<file path="config.mk">
export PLATFORM = sky130hd
export DESIGN_NAME = decompressor_flat
export DESIGN_NICKNAME = d
export VERILOG_FILES = /design/src/rtl/decomp_pkg.sv /design/src/rtl/decompressor_if.sv /design/src/rtl/cb_regfile.sv /design/src/rtl/decompressor.sv /design/src/flat_wrapper.sv
export SDC_FILE = /design/constraint.sdc
export NUM_CORES = 2
export LEC_CHECK = 0
export BUFFER_PORTS_ARGS = -buffer_cell sky130_fd_sc_hd__clkbuf_2
export CORE_AREA = 5 5 528 321
export DETAILED_ROUTE_END_ITERATION = 8
export DIE_AREA = 0 0 533 326
export GPL_TIMING_DRIVEN = 0
export HOLD_SLACK_MARGIN = 0.02
export PLACE_DENSITY = 0.72
export SYNTH_ARGS = -nofsm -noshare
export SYNTH_HDL_FRONTEND = slang
export SYNTH_SLANG_ARGS = --single-unit
</file>
<file path="constraint.sdc">
create_clock -name clk -period 51.5 [get_ports clk]
set_input_delay 2.575 -clock clk [delete_from_list [all_inputs] [get_ports clk]]
set_output_delay 2.575 -clock clk [all_outputs]
set_load 0.01 [all_outputs]
</file>
<file path="src/rtl/decomp_pkg.sv">
// ============================================================================
// Module   : decomp_pkg
// Purpose  : Shared sizes and FSM state encoding for the codebook decoder.
// Ports    : none (package)
// Revision : 1.0 - initial release
// ============================================================================
`default_nettype none

package decomp_pkg;

  localparam int CB_SIZE = 64;    // codewords held in the local codebook
  localparam int TAG_W   = 6;     // tag index width, log2(CB_SIZE)
  localparam int NUM_PIX = 4096;  // tags read / pixels written per frame
  localparam int DATA_W  = 24;    // RAM word: R[23:16] G[15:8] B[7:0]
  localparam int ADDR_W  = 20;    // RAM address width

  typedef enum logic [2:0] {
    IDLE    = 3'd0,
    LOAD_CB = 3'd1,
    DECODE  = 3'd2,
    DRAIN   = 3'd3,
    FIN     = 3'd4
  } state_t;

endpackage

`default_nettype wire

</file>
<file path="src/rtl/decompressor_if.sv">
// ============================================================================
// Module   : decompressor_if
// Purpose  : Bundle of the three external RAM ports seen by the decoder.
// Ports    : RAM1 (codebook read), RAM2 (tag read), RAM3 (pixel write).
//            modport master - decoder side, drives addresses/enables/data.
//            modport slave  - RAM side, returns read data.
// Revision : 1.0 - initial release
// ============================================================================
`default_nettype none

interface decompressor_if;
  import decomp_pkg::*;

  logic [DATA_W-1:0] RAM1_Q;
  logic [ADDR_W-1:0] RAM1_A;
  logic              RAM1_OE;
  logic              RAM1_WE;
  logic [DATA_W-1:0] RAM1_D;

  logic [DATA_W-1:0] RAM2_Q;
  logic [ADDR_W-1:0] RAM2_A;
  logic              RAM2_OE;
  logic              RAM2_WE;
  logic [DATA_W-1:0] RAM2_D;

  logic [DATA_W-1:0] RAM3_D;
  logic [ADDR_W-1:0] RAM3_A;
  logic              RAM3_WE;
  logic              RAM3_OE;

  modport master (
    input  RAM1_Q, RAM2_Q,
    output RAM1_A, RAM1_OE, RAM1_WE, RAM1_D,
    output RAM2_A, RAM2_OE, RAM2_WE, RAM2_D,
    output RAM3_D, RAM3_A, RAM3_WE, RAM3_OE
  );

  modport slave (
    output RAM1_Q, RAM2_Q,
    input  RAM1_A, RAM1_OE, RAM1_WE, RAM1_D,
    input  RAM2_A, RAM2_OE, RAM2_WE, RAM2_D,
    input  RAM3_D, RAM3_A, RAM3_WE, RAM3_OE
  );

endinterface

`default_nettype wire

</file>
<file path="src/rtl/cb_regfile.sv">
// ============================================================================
// Module   : cb_regfile
// Purpose  : Codebook register file, DEPTH x WIDTH flops, one synchronous
//            write port and one combinational read port; cleared on rst.
// Ports    : clk, rst      - clock, asynchronous active-high clear
//            we, wr_idx,   - write strobe / entry index / data
//            wr_data
//            rd_idx        - read entry index
//            rd_data       - entry contents (combinational)
// Revision : 1.0 - initial release
// ============================================================================
`default_nettype none

module cb_regfile
  import decomp_pkg::*;
#(
  parameter int DEPTH = CB_SIZE,
  parameter int WIDTH = DATA_W,
  parameter int IDX_W = TAG_W
) (
  input  logic             clk,
  input  logic             rst,
  input  logic             we,
  input  logic [IDX_W-1:0] wr_idx,
  input  logic [WIDTH-1:0] wr_data,
  input  logic [IDX_W-1:0] rd_idx,
  output logic [WIDTH-1:0] rd_data
);

  logic [WIDTH-1:0] w_entries [DEPTH];

  for (genvar i = 0; i < DEPTH; i++) begin : g_entry
    logic [WIDTH-1:0] r_q;

    always_ff @(posedge clk or posedge rst) begin
      if (rst) begin
        r_q <= '0;
      end else if (we && (wr_idx == IDX_W'(i))) begin
        r_q <= wr_data;
      end
    end

    assign w_entries[i] = r_q;
  end

  assign rd_data = w_entries[rd_idx];

endmodule

`default_nettype wire

</file>
<file path="src/rtl/decompressor.sv">
// ============================================================================
// Module   : decompressor
// Purpose  : Codebook image decoder. Loads CB_SIZE codewords from RAM1, then
//            streams NUM_PIX tags from RAM2, looks each one up and writes the
//            24-bit pixel to RAM3 at one pixel per cycle. done is sticky.
// Ports    : clk, rst  - clock, asynchronous active-high reset
//            bus       - decompressor_if.master (RAM1/RAM2/RAM3 ports)
//            done      - frame complete, held until reset
//            tag_err   - only with DECOMP_TAG_CHECK_EN: sticky flag raised
//                        with the write of a pixel whose tag had upper bits
// Config   : `define DECOMP_TAG_CHECK_EN to reject tags with nonzero bits
//            above TAG_W-1 (pixel written as 0, tag_err set).
// Revision : 1.0 - initial release
// ============================================================================
`default_nettype none

module decompressor
  import decomp_pkg::*;
(
  input  logic                 clk,
  input  logic                 rst,
  decompressor_if.master       bus,
  output logic                 done
`ifdef DECOMP_TAG_CHECK_EN
  ,
  output logic                 tag_err
`endif
);

  localparam logic [ADDR_W-1:0] C_CB_LAST    = ADDR_W'(CB_SIZE - 1);
  localparam logic [ADDR_W-1:0] C_PIX_LAST   = ADDR_W'(NUM_PIX - 1);
  localparam logic [ADDR_W-1:0] C_DRAIN_LAST = ADDR_W'(1);

  state_t            r_state;
  state_t            w_state_nxt;
  logic [ADDR_W-1:0] r_addr;
  logic [ADDR_W-1:0] w_addr_nxt;

  // Read-return stage: remembers which request the RAM answers this cycle.
  logic              r_cb_vld;
  logic [TAG_W-1:0]  r_cb_idx;
  logic              r_tag_vld;
  logic [ADDR_W-1:0] r_tag_addr;

  // Write stage driving RAM3.
  logic              r_pix_we;
  logic [ADDR_W-1:0] r_pix_a;
  logic [DATA_W-1:0] r_pix_d;

  logic [DATA_W-1:0] w_cb_rd;
  logic [DATA_W-1:0] w_pix;

  // --------------------------------------------------------------------------
  // FSM: one shared counter serves as RAM1 address, RAM2 address and the
  // drain-cycle count; it is cleared on every state change.
  // --------------------------------------------------------------------------
  always_ff @(posedge clk or posedge rst) begin
    if (rst) begin
      r_state <= IDLE;
      r_addr  <= '0;
    end else begin
      r_state <= w_state_nxt;
      r_addr  <= w_addr_nxt;
    end
  end

  always_comb begin
    w_state_nxt = r_state;
    w_addr_nxt  = r_addr;
    case (r_state)
      IDLE: begin
        w_state_nxt = LOAD_CB;
        w_addr_nxt  = '0;
      end
      LOAD_CB: begin
        if (r_addr == C_CB_LAST) begin
          w_state_nxt = DECODE;
          w_addr_nxt  = '0;
        end else begin
          w_addr_nxt = r_addr + 1'b1;
        end
      end
      DECODE: begin
        if (r_addr == C_PIX_LAST) begin
          w_state_nxt = DRAIN;
          w_addr_nxt  = '0;
        end else begin
          w_addr_nxt = r_addr + 1'b1;
        end
      end
      DRAIN: begin
        if (r_addr == C_DRAIN_LAST) begin
          w_state_nxt = FIN;
          w_addr_nxt  = '0;
        end else begin
          w_addr_nxt = r_addr + 1'b1;
        end
      end
      FIN: begin
        w_state_nxt = FIN;
      end
      default: begin
        w_state_nxt = IDLE;
        w_addr_nxt  = '0;
      end
    endcase
  end

  // Read requests are decoded straight from state so they vanish with rst.
  assign bus.RAM1_OE = (r_state == LOAD_CB);
  assign bus.RAM1_A  = bus.RAM1_OE ? r_addr : '0;
  assign bus.RAM2_OE = (r_state == DECODE);
  assign bus.RAM2_A  = bus.RAM2_OE ? r_addr : '0;

  assign bus.RAM1_WE = 1'b0;
  assign bus.RAM1_D  = '0;
  assign bus.RAM2_WE = 1'b0;
  assign bus.RAM2_D  = '0;
  assign bus.RAM3_OE = 1'b0;

  assign done = (r_state == FIN);

  always_ff @(posedge clk or posedge rst) begin
    if (rst) begin
      r_cb_vld   <= 1'b0;
      r_cb_idx   <= '0;
      r_tag_vld  <= 1'b0;
      r_tag_addr <= '0;
    end else begin
      r_cb_vld   <= bus.RAM1_OE;
      r_cb_idx   <= r_addr[TAG_W-1:0];
      r_tag_vld  <= bus.RAM2_OE;
      r_tag_addr <= r_addr;
    end
  end

  // Entry CB_SIZE-1 lands one cycle before the first tag returns, so the
  // lookup never needs a write-to-read bypass.
  cb_regfile #(
    .DEPTH (CB_SIZE),
    .WIDTH (DATA_W),
    .IDX_W (TAG_W)
  ) u_cb_regfile (
    .clk     (clk),
    .rst     (rst),
    .we      (r_cb_vld),
    .wr_idx  (r_cb_idx),
    .wr_data (bus.RAM1_Q),
    .rd_idx  (bus.RAM2_Q[TAG_W-1:0]),
    .rd_data (w_cb_rd)
  );

`ifdef DECOMP_TAG_CHECK_EN
  logic w_tag_bad;
  logic r_tag_err;

  assign w_tag_bad = |bus.RAM2_Q[DATA_W-1:TAG_W];
  assign w_pix     = w_tag_bad ? '0 : w_cb_rd;

  // Registered alongside the pixel so the flag rises with that pixel's write.
  always_ff @(posedge clk or posedge rst) begin
    if (rst) begin
      r_tag_err <= 1'b0;
    end else if (r_tag_vld && w_tag_bad) begin
      r_tag_err <= 1'b1;
    end
  end

  assign tag_err = r_tag_err;
`else
  logic w_unused_tag_hi;

  assign w_unused_tag_hi = ^bus.RAM2_Q[DATA_W-1:TAG_W];
  assign w_pix           = w_cb_rd;
`endif

  // Address/data are forced to 0 outside a write so idle outputs stay quiet.
  always_ff @(posedge clk or posedge rst) begin
    if (rst) begin
      r_pix_we <= 1'b0;
      r_pix_a  <= '0;
      r_pix_d  <= '0;
    end else begin
      r_pix_we <= r_tag_vld;
      r_pix_a  <= r_tag_vld ? r_tag_addr : '0;
      r_pix_d  <= r_tag_vld ? w_pix : '0;
    end
  end

  assign bus.RAM3_WE = r_pix_we;
  assign bus.RAM3_A  = r_pix_a;
  assign bus.RAM3_D  = r_pix_d;

endmodule

`default_nettype wire

</file>
<file path="src/flat_wrapper.sv">
// flat-port wrapper written by rule: the top's interface ports become plain ports
module decompressor_flat import decomp_pkg::*;
  (clk, rst, done, bus_RAM1_Q, bus_RAM2_Q, bus_RAM1_A, bus_RAM1_OE, bus_RAM1_WE, bus_RAM1_D, bus_RAM2_A, bus_RAM2_OE, bus_RAM2_WE, bus_RAM2_D, bus_RAM3_D, bus_RAM3_A, bus_RAM3_WE, bus_RAM3_OE);
  decompressor_if bus_i ();
  input  logic clk;
  input  logic rst;
  output logic done;
  input wire logic [$bits(bus_i.RAM1_Q)-1:0] bus_RAM1_Q;
  input wire logic [$bits(bus_i.RAM2_Q)-1:0] bus_RAM2_Q;
  output wire logic [$bits(bus_i.RAM1_A)-1:0] bus_RAM1_A;
  output wire logic [$bits(bus_i.RAM1_OE)-1:0] bus_RAM1_OE;
  output wire logic [$bits(bus_i.RAM1_WE)-1:0] bus_RAM1_WE;
  output wire logic [$bits(bus_i.RAM1_D)-1:0] bus_RAM1_D;
  output wire logic [$bits(bus_i.RAM2_A)-1:0] bus_RAM2_A;
  output wire logic [$bits(bus_i.RAM2_OE)-1:0] bus_RAM2_OE;
  output wire logic [$bits(bus_i.RAM2_WE)-1:0] bus_RAM2_WE;
  output wire logic [$bits(bus_i.RAM2_D)-1:0] bus_RAM2_D;
  output wire logic [$bits(bus_i.RAM3_D)-1:0] bus_RAM3_D;
  output wire logic [$bits(bus_i.RAM3_A)-1:0] bus_RAM3_A;
  output wire logic [$bits(bus_i.RAM3_WE)-1:0] bus_RAM3_WE;
  output wire logic [$bits(bus_i.RAM3_OE)-1:0] bus_RAM3_OE;
  assign bus_i.RAM1_Q = bus_RAM1_Q;
  assign bus_i.RAM2_Q = bus_RAM2_Q;
  assign bus_RAM1_A = bus_i.RAM1_A;
  assign bus_RAM1_OE = bus_i.RAM1_OE;
  assign bus_RAM1_WE = bus_i.RAM1_WE;
  assign bus_RAM1_D = bus_i.RAM1_D;
  assign bus_RAM2_A = bus_i.RAM2_A;
  assign bus_RAM2_OE = bus_i.RAM2_OE;
  assign bus_RAM2_WE = bus_i.RAM2_WE;
  assign bus_RAM2_D = bus_i.RAM2_D;
  assign bus_RAM3_D = bus_i.RAM3_D;
  assign bus_RAM3_A = bus_i.RAM3_A;
  assign bus_RAM3_WE = bus_i.RAM3_WE;
  assign bus_RAM3_OE = bus_i.RAM3_OE;
  decompressor u_core (.clk(clk), .rst(rst), .bus(bus_i), .done(done));
endmodule
</file>
After elaboration in Yosys (flattened, before gate mapping)
Index checks and enable logic that the tools add are counted.
{ "word_totals": {"mem_bits_rw": 0, "wordCells": 231, "in_bits": 50, "mem_bits_ro": 0, "latchBits": 0, "register_bits": 1632, "n_memories": 0} }
{ "classes": {"bitwise": 1, "reduce_logical": 67, "magnitude_cmp": 1, "add_sub_neg": 1, "muxes": 15, "div": 0, "multipliers": 0, "n_shift": 0, "n_eq_ne": 73} }
{ "ops": {"columns": ["operator", "n"], "rows": [
  ["$eq 6x6->1 const B", 32],
  ["$bmux 24 s6", 1],
  ["$mux 20", 6],
  ["$eq 6x5->1 const B", 16],
  ["$pmux 20 s4", 1],
  ["$mux 24", 3],
  ["$logic_and 1x1->1", 64],
  ["$eq 6x4->1 const B", 8],
  ["$eq 6x3->1 const B", 4],
  ["$add 20x1->20 const B", 1],
  ["$eq 20x1->1 const B", 1],
  ["$eq 20x12->1 const B", 1],
  ["$eq 20x6->1 const B", 1],
  ["$pmux 3 s5", 1],
  ["$eq 6x2->1 const B", 2],
  ["$mux 3", 3],
  ["$ge 7x7->1 const B", 1],
  ["$not 6->7", 1],
  ["$eq 3x2->1 const B", 2],
  ["$eq 6x1->1 const B", 1],
  ["$logic_not 6->1", 1],
  ["$ne 2x2->1 const B", 2],
  ["$eq 3x1->1 const B", 1],
  ["$eq 3x3->1 const B", 1],
  ["other kinds (3)", 3]
]} }

Longest topological paths before layout
{ "logic_depth": {"depth_word": 5, "mapped_depth": 10, "depth_no_buf": 7} }

Cells and area by module
Synthesis repeated with hierarchy kept, for this count alone.
{ "hier_totals": {"cells_unflattened": 4863, "area_unflattened_um2": 73870.8} }
{ "by_module_without_submodules": {"columns": ["mod", "cells_per_inst", "area_each_um2", "instances", "seq_area_each_um2"], "rows": [
  ["cb_regfile", 4478, 69815.7, 1, 38436.9],
  ["decompressor", 385, 4055.1, 1, 2252.2]
]} }

Least setup slack after synthesis
OpenSTA, ideal clock, no wires.
{ "synth_path": {"path_kind": "in2reg", "startpoint": "input port bus_RAM2_Q[0]", "endpoint": "register u_core.r_pix_d[12] (netlist: u_core.bus.RAM3_D[12])", "setup_slack_ps": 47292, "path_buffers": 3, "t_arrival_ps": 4087, "cell_stages": 7, "setup_time_ps": 121, "path_cell_list": "buf_6 > buf_6 > buf_2 > mux4_2 > a22oi_1 > o211ai_1 > a22o_1"} }
{ "synth_via": {"elab_chain_len": 5} }
{ "synth_lines": {"columns": ["element", "line_no", "rtl"], "rows": [
  ["from (decl)", "flat_wrapper.sv:9", "input wire logic [$bits(bus_i.RAM2_Q)-1:0] bus_RAM2_Q;"],
  ["$not 6->7 (not written as such)", "cb_regfile.sv:46", "assign rd_data = w_entries[rd_idx];"],
  ["$bmux 24 s6", "cb_regfile.sv:46", null],
  ["$mux 24 (not written as such) (2 in a row)", "cb_regfile.sv:46", null],
  ["$mux 24", "decompressor.sv:186", "r_pix_d <= r_tag_vld ? w_pix : '0;"],
  ["to (signal assigned)", "decompressor.sv:186", null],
  ["to (decl)", "decompressor.sv:48", "logic [DATA_W-1:0] r_pix_d;"]
]} }
No other way between the ends. The select of a mux whose other input is x is not followed.
A chain may end at the register's enable or synchronous reset.

Worst setup path after layout
{ "layout_path": {"startpoint": "input port bus_RAM2_Q[2]", "endpoint": "register u_core.r_pix_d[20] (netlist: u_core.bus.RAM3_D[20])"} }
The elaborated chain is that of the path after synthesis.

==> summary.txt <==
Hold path startpoint -> u_core.r_addr[14]
Startpoint types -> primary input
Antenna violations before repair -> 27
Asr flop ratio synth -> 100%
Slowest cell delay on critical path -> 1050 ps
Hold Buf Count CTS -> 0
Req. time, crit path -> 52150 ps
Number of synthesized flops with an enable pin -> 0
R2R setup slack -> 47950 ps
Worst R2R Start -> u_core.r_cb_idx[0]
Post_cts resized -> 0
Leading area contributor after synthesis -> dfrtp_1
Reg-to-reg critical path endpoint -> u_core.u_cb_regfile.g_entry[54].r_q[11]
I/O Buffers -> 91
WHS Path Cells -> 0
CP Cell Sequence -> buf_2, buf_2, buf_2, nand2_1, buf_1, o22ai_1, nor3_1, a22o_1
Worst Hold Class -> flip-flop to flip-flop
Vias per Instance -> 6.38
Max-slew violations -> 22
Core box area -> 165000 um2
CP most frequent cell -> buf_2
Setup ws final -> 45620 ps
Syn Area/Cell -> 15.5 um2
Worst-path clk slew -> 60 ps
Final net count -> 5097
Most frequent cell after synthesis -> dfrtp_1
Power Total -> 0.00283 W
H-tree levels -> 4
Slew margin rel. -> -3.88%
Worst r2r path cells -> 6
CP endpoint kind -> flip-flop
DRC violations left -> 0
Pwr dens -> 34.2 nW/um2
Leakage Power -> 34.8 nW
Failing checks -> max-capacitance violations, max-slew violations
Tcrit/Tclk final -> 11.4%
Worst Setup Path Type -> primary input to flip-flop
Commonest cells post-synth -> dfrtp_1 (1626), mux2_2 (1508), mux4_2 (381)
Layout area overhead -> 12.4%
Place WS -> 45140 ps
Initial Util -> 44.6%
GRT Total Usage -> 30.2%
Skew final -> 32.2 ps
Placed insts -> 7071
RSZ-0062 raised after global routing -> no
Family with the most delay on the worst path -> buffers and inverters
CTS Buf Count -> 152
CTS Sinks -> 1626
Synth Warn # -> 0
Placer Congestion -> 1.06
Grt total ovfl -> 0
Worst slew pin tran -> 1560 ps
Share of cells above drive strength 1 -> 49.5%
First-pass GRT wire length -> 368 mm
Die height -> 326 um
Worst Hold End -> u_core.r_tag_addr[14]
Vias -> 47000
Num rows -> 116
ANT nets after route -> 0
Largest net degree at the start of global routing -> 133
Outcome -> finished, violations left
Max Fclk -> 0.170 GHz
Number of fill cells -> 13700
Post-CTS setup buffer count -> 0
DRT Pass-1 Iters -> 9
Non-filler instance count after layout -> 7364
Synthesized area -> 73500 um2
Yosys cell types -> 59
Seq cells post-synth -> 1626
Worst Path Buf+Inv -> 4
Final setup fails -> 0
Mapped Cells -> 4729
Crit path DAT -> 6530 ps
DRC marker count from the first detailed-route iteration -> 6116
Die area -> 174000 um2
Slowest CP cell -> o22ai_1
Sequential area share after synthesis -> 55.4%
Clock Root Buffer -> clkbuf_16
Setup TNS -> 0 ps
Vias in the first global route -> 46000
WL/cell -> 36.0 um
Synth area leaders -> dfrtp_1 (55%), mux2_2 (23%), mux4_2 (12%)
Prevailing post-synth register cell -> dfrtp_1
Hold Vio Cnt, Final -> 0
Top-area cell type share of the netlist area -> 55.4%
Die width -> 533 um
CTS tree -> built
IR drop worst, VDD -> 0.0274 mV
Routed wire length -> 265 mm
Minimum clock period -> 5880 ps
Clk_lat worst skew -> 810 ps
Max Root-Sink Buffers -> 3
Worst Path Max Fanout -> 10
IO Pins -> 189
Max-Cap Viols -> 2
Post-DP HPWL -> 194 mm
[worst max path at each step]
stage	start	endpoint	slack, ps	cells past startpoint
CTS	u_core.r_state[2]	bus_RAM1_A[11]	45950	6
global placement	rst	u_core.u_cb_regfile.g_entry[4].r_q[2]	-13480	2
detailed placement	bus_RAM2_Q[2]	u_core.bus.RAM3_D[20]	45140	7
global route	u_core.r_state[2]	bus_RAM1_A[11]	45720	6
finish	bus_RAM2_Q[2]	u_core.bus.RAM3_D[20]	45620	8
floorplan	rst	u_core.bus.RAM3_A[0]	3040	1
[cell usage in the layout (no fill, tap or decap), types with 16 or more instances in the layout]
cell type | synthesis | final
clkbuf_2 | 0 | 100
clkbuf_1 | 218 | 238
mux2i_1 | 72 | 72
clkinv_2 | 0 | 20
mux4_2 | 381 | 381
nand2_1 | 134 | 134
dfrtp_1 | 1626 | 1626
diode_2 | 0 | 19
clkbuf_16 | 0 | 153
a21oi_1 | 44 | 44
buf_6 | 19 | 22
a22o_1 | 23 | 23
conb_1 | 1 | 51
nor2_2 | 16 | 16
o22ai_1 | 68 | 68
a31oi_1 | 33 | 33
mux2_1 | 28 | 28
clkbuf_8 | 0 | 40
a211oi_1 | 17 | 17
and2_1 | 63 | 63
buf_2 | 138 | 138
nor2_1 | 21 | 21
o221ai_1 | 21 | 21
buf_4 | 109 | 109
buf_1 | 30 | 29
mux2_2 | 1508 | 1508
[kinds of logic (layout without fill, tap and decap cells)]
logic type,count (synthesis),in the layout,synth area share [%]
adders and majority gates,2,2,0.0341
and+or+nand+nor,326,326,2.27
other,1,70,0.00510
muxes,1989,1989,36.2
DFF,1626,1626,55.4
AOI/OAI and AO/OA,259,259,2.41
xor gates and xnor gates,2,2,0.0238
buffers and inverters,524,907,3.68
[state kept, by name (all words and copies together), names as in the netlist]
register / cells
u_core.bus.RAM3_A: 20
u_core.bus.RAM3_D: 24
u_core.bus.RAM3_WE: 1
u_core.r_addr: 20
u_core.r_cb_idx: 5
u_core.r_cb_vld: 1
u_core.r_state: 3
u_core.r_tag_addr: 15
u_core.r_tag_vld: 1
u_core.u_cb_regfile.g_entry.r_q: 1536
[final cells by class]
cell class / instances / area (um2) / share of cell area, %
multi-input combinational: 2629 / 30300 / 36.7
clock inverter: 50 / 631 / 0.764
antenna: 19 / 47.5 / 0.0576
inverter: 9 / 41.3 / 0.0500
clock buffer: 221 / 4480 / 5.43
timing repair buffer: 112 / 952 / 1.15
sequential: 1626 / 40700 / 49.3
buffer: 515 / 2680 / 3.25
tap: 2183 / 2730 / 3.31
[per-stage QoR]
step | utilization [%] | hold WS [ps] | area (um2)
2_1_floorplan | - | 349 | 73700
3_3_place_gp | 46.6 | 356 | 76900
3_5_place_dp | 46.9 | 357 | 77300
4_1_cts | 50.0 | 372 | 82500
5_1_grt | 50.0 | 381 | 82500
6_report | 50.1 | 376 | 82600
[per-layer routing]
| layer | wire length, um | vias to the layer above | global-route usage [%] |
|---|---|---|---|
| met5 | 347 | - | 0.987 |
| met3 | 48300 | 436 | 20.8 |
| li1 | - | 18100 | - |
| met1 | 109000 | 25500 | 42.4 |
| met2 | 99300 | 2921 | 36.7 |
| met4 | 7550 | 21 | 8.48 |
[worst reg2reg max path, stage by stage (launching register included)]
cell and delay, ps:
dfrtp_1 350, buf_2 210, nand2b_1 290, nor2_1 1070
nand2_1 720, buf_2 470, mux2_2 330
[where the power goes]
group / leakage [nW] / switching [W] / internal (W)
Combinational: 12.8 / 0.000177 / 0.000108
Sequential: 19.5 / 0.0000294 / 0.00133
Clock: 2.52 / 0.000525 / 0.000654
Total: 34.8 / 0.000732 / 0.00209
Note: power is estimated with default switching activity, not from simulation.
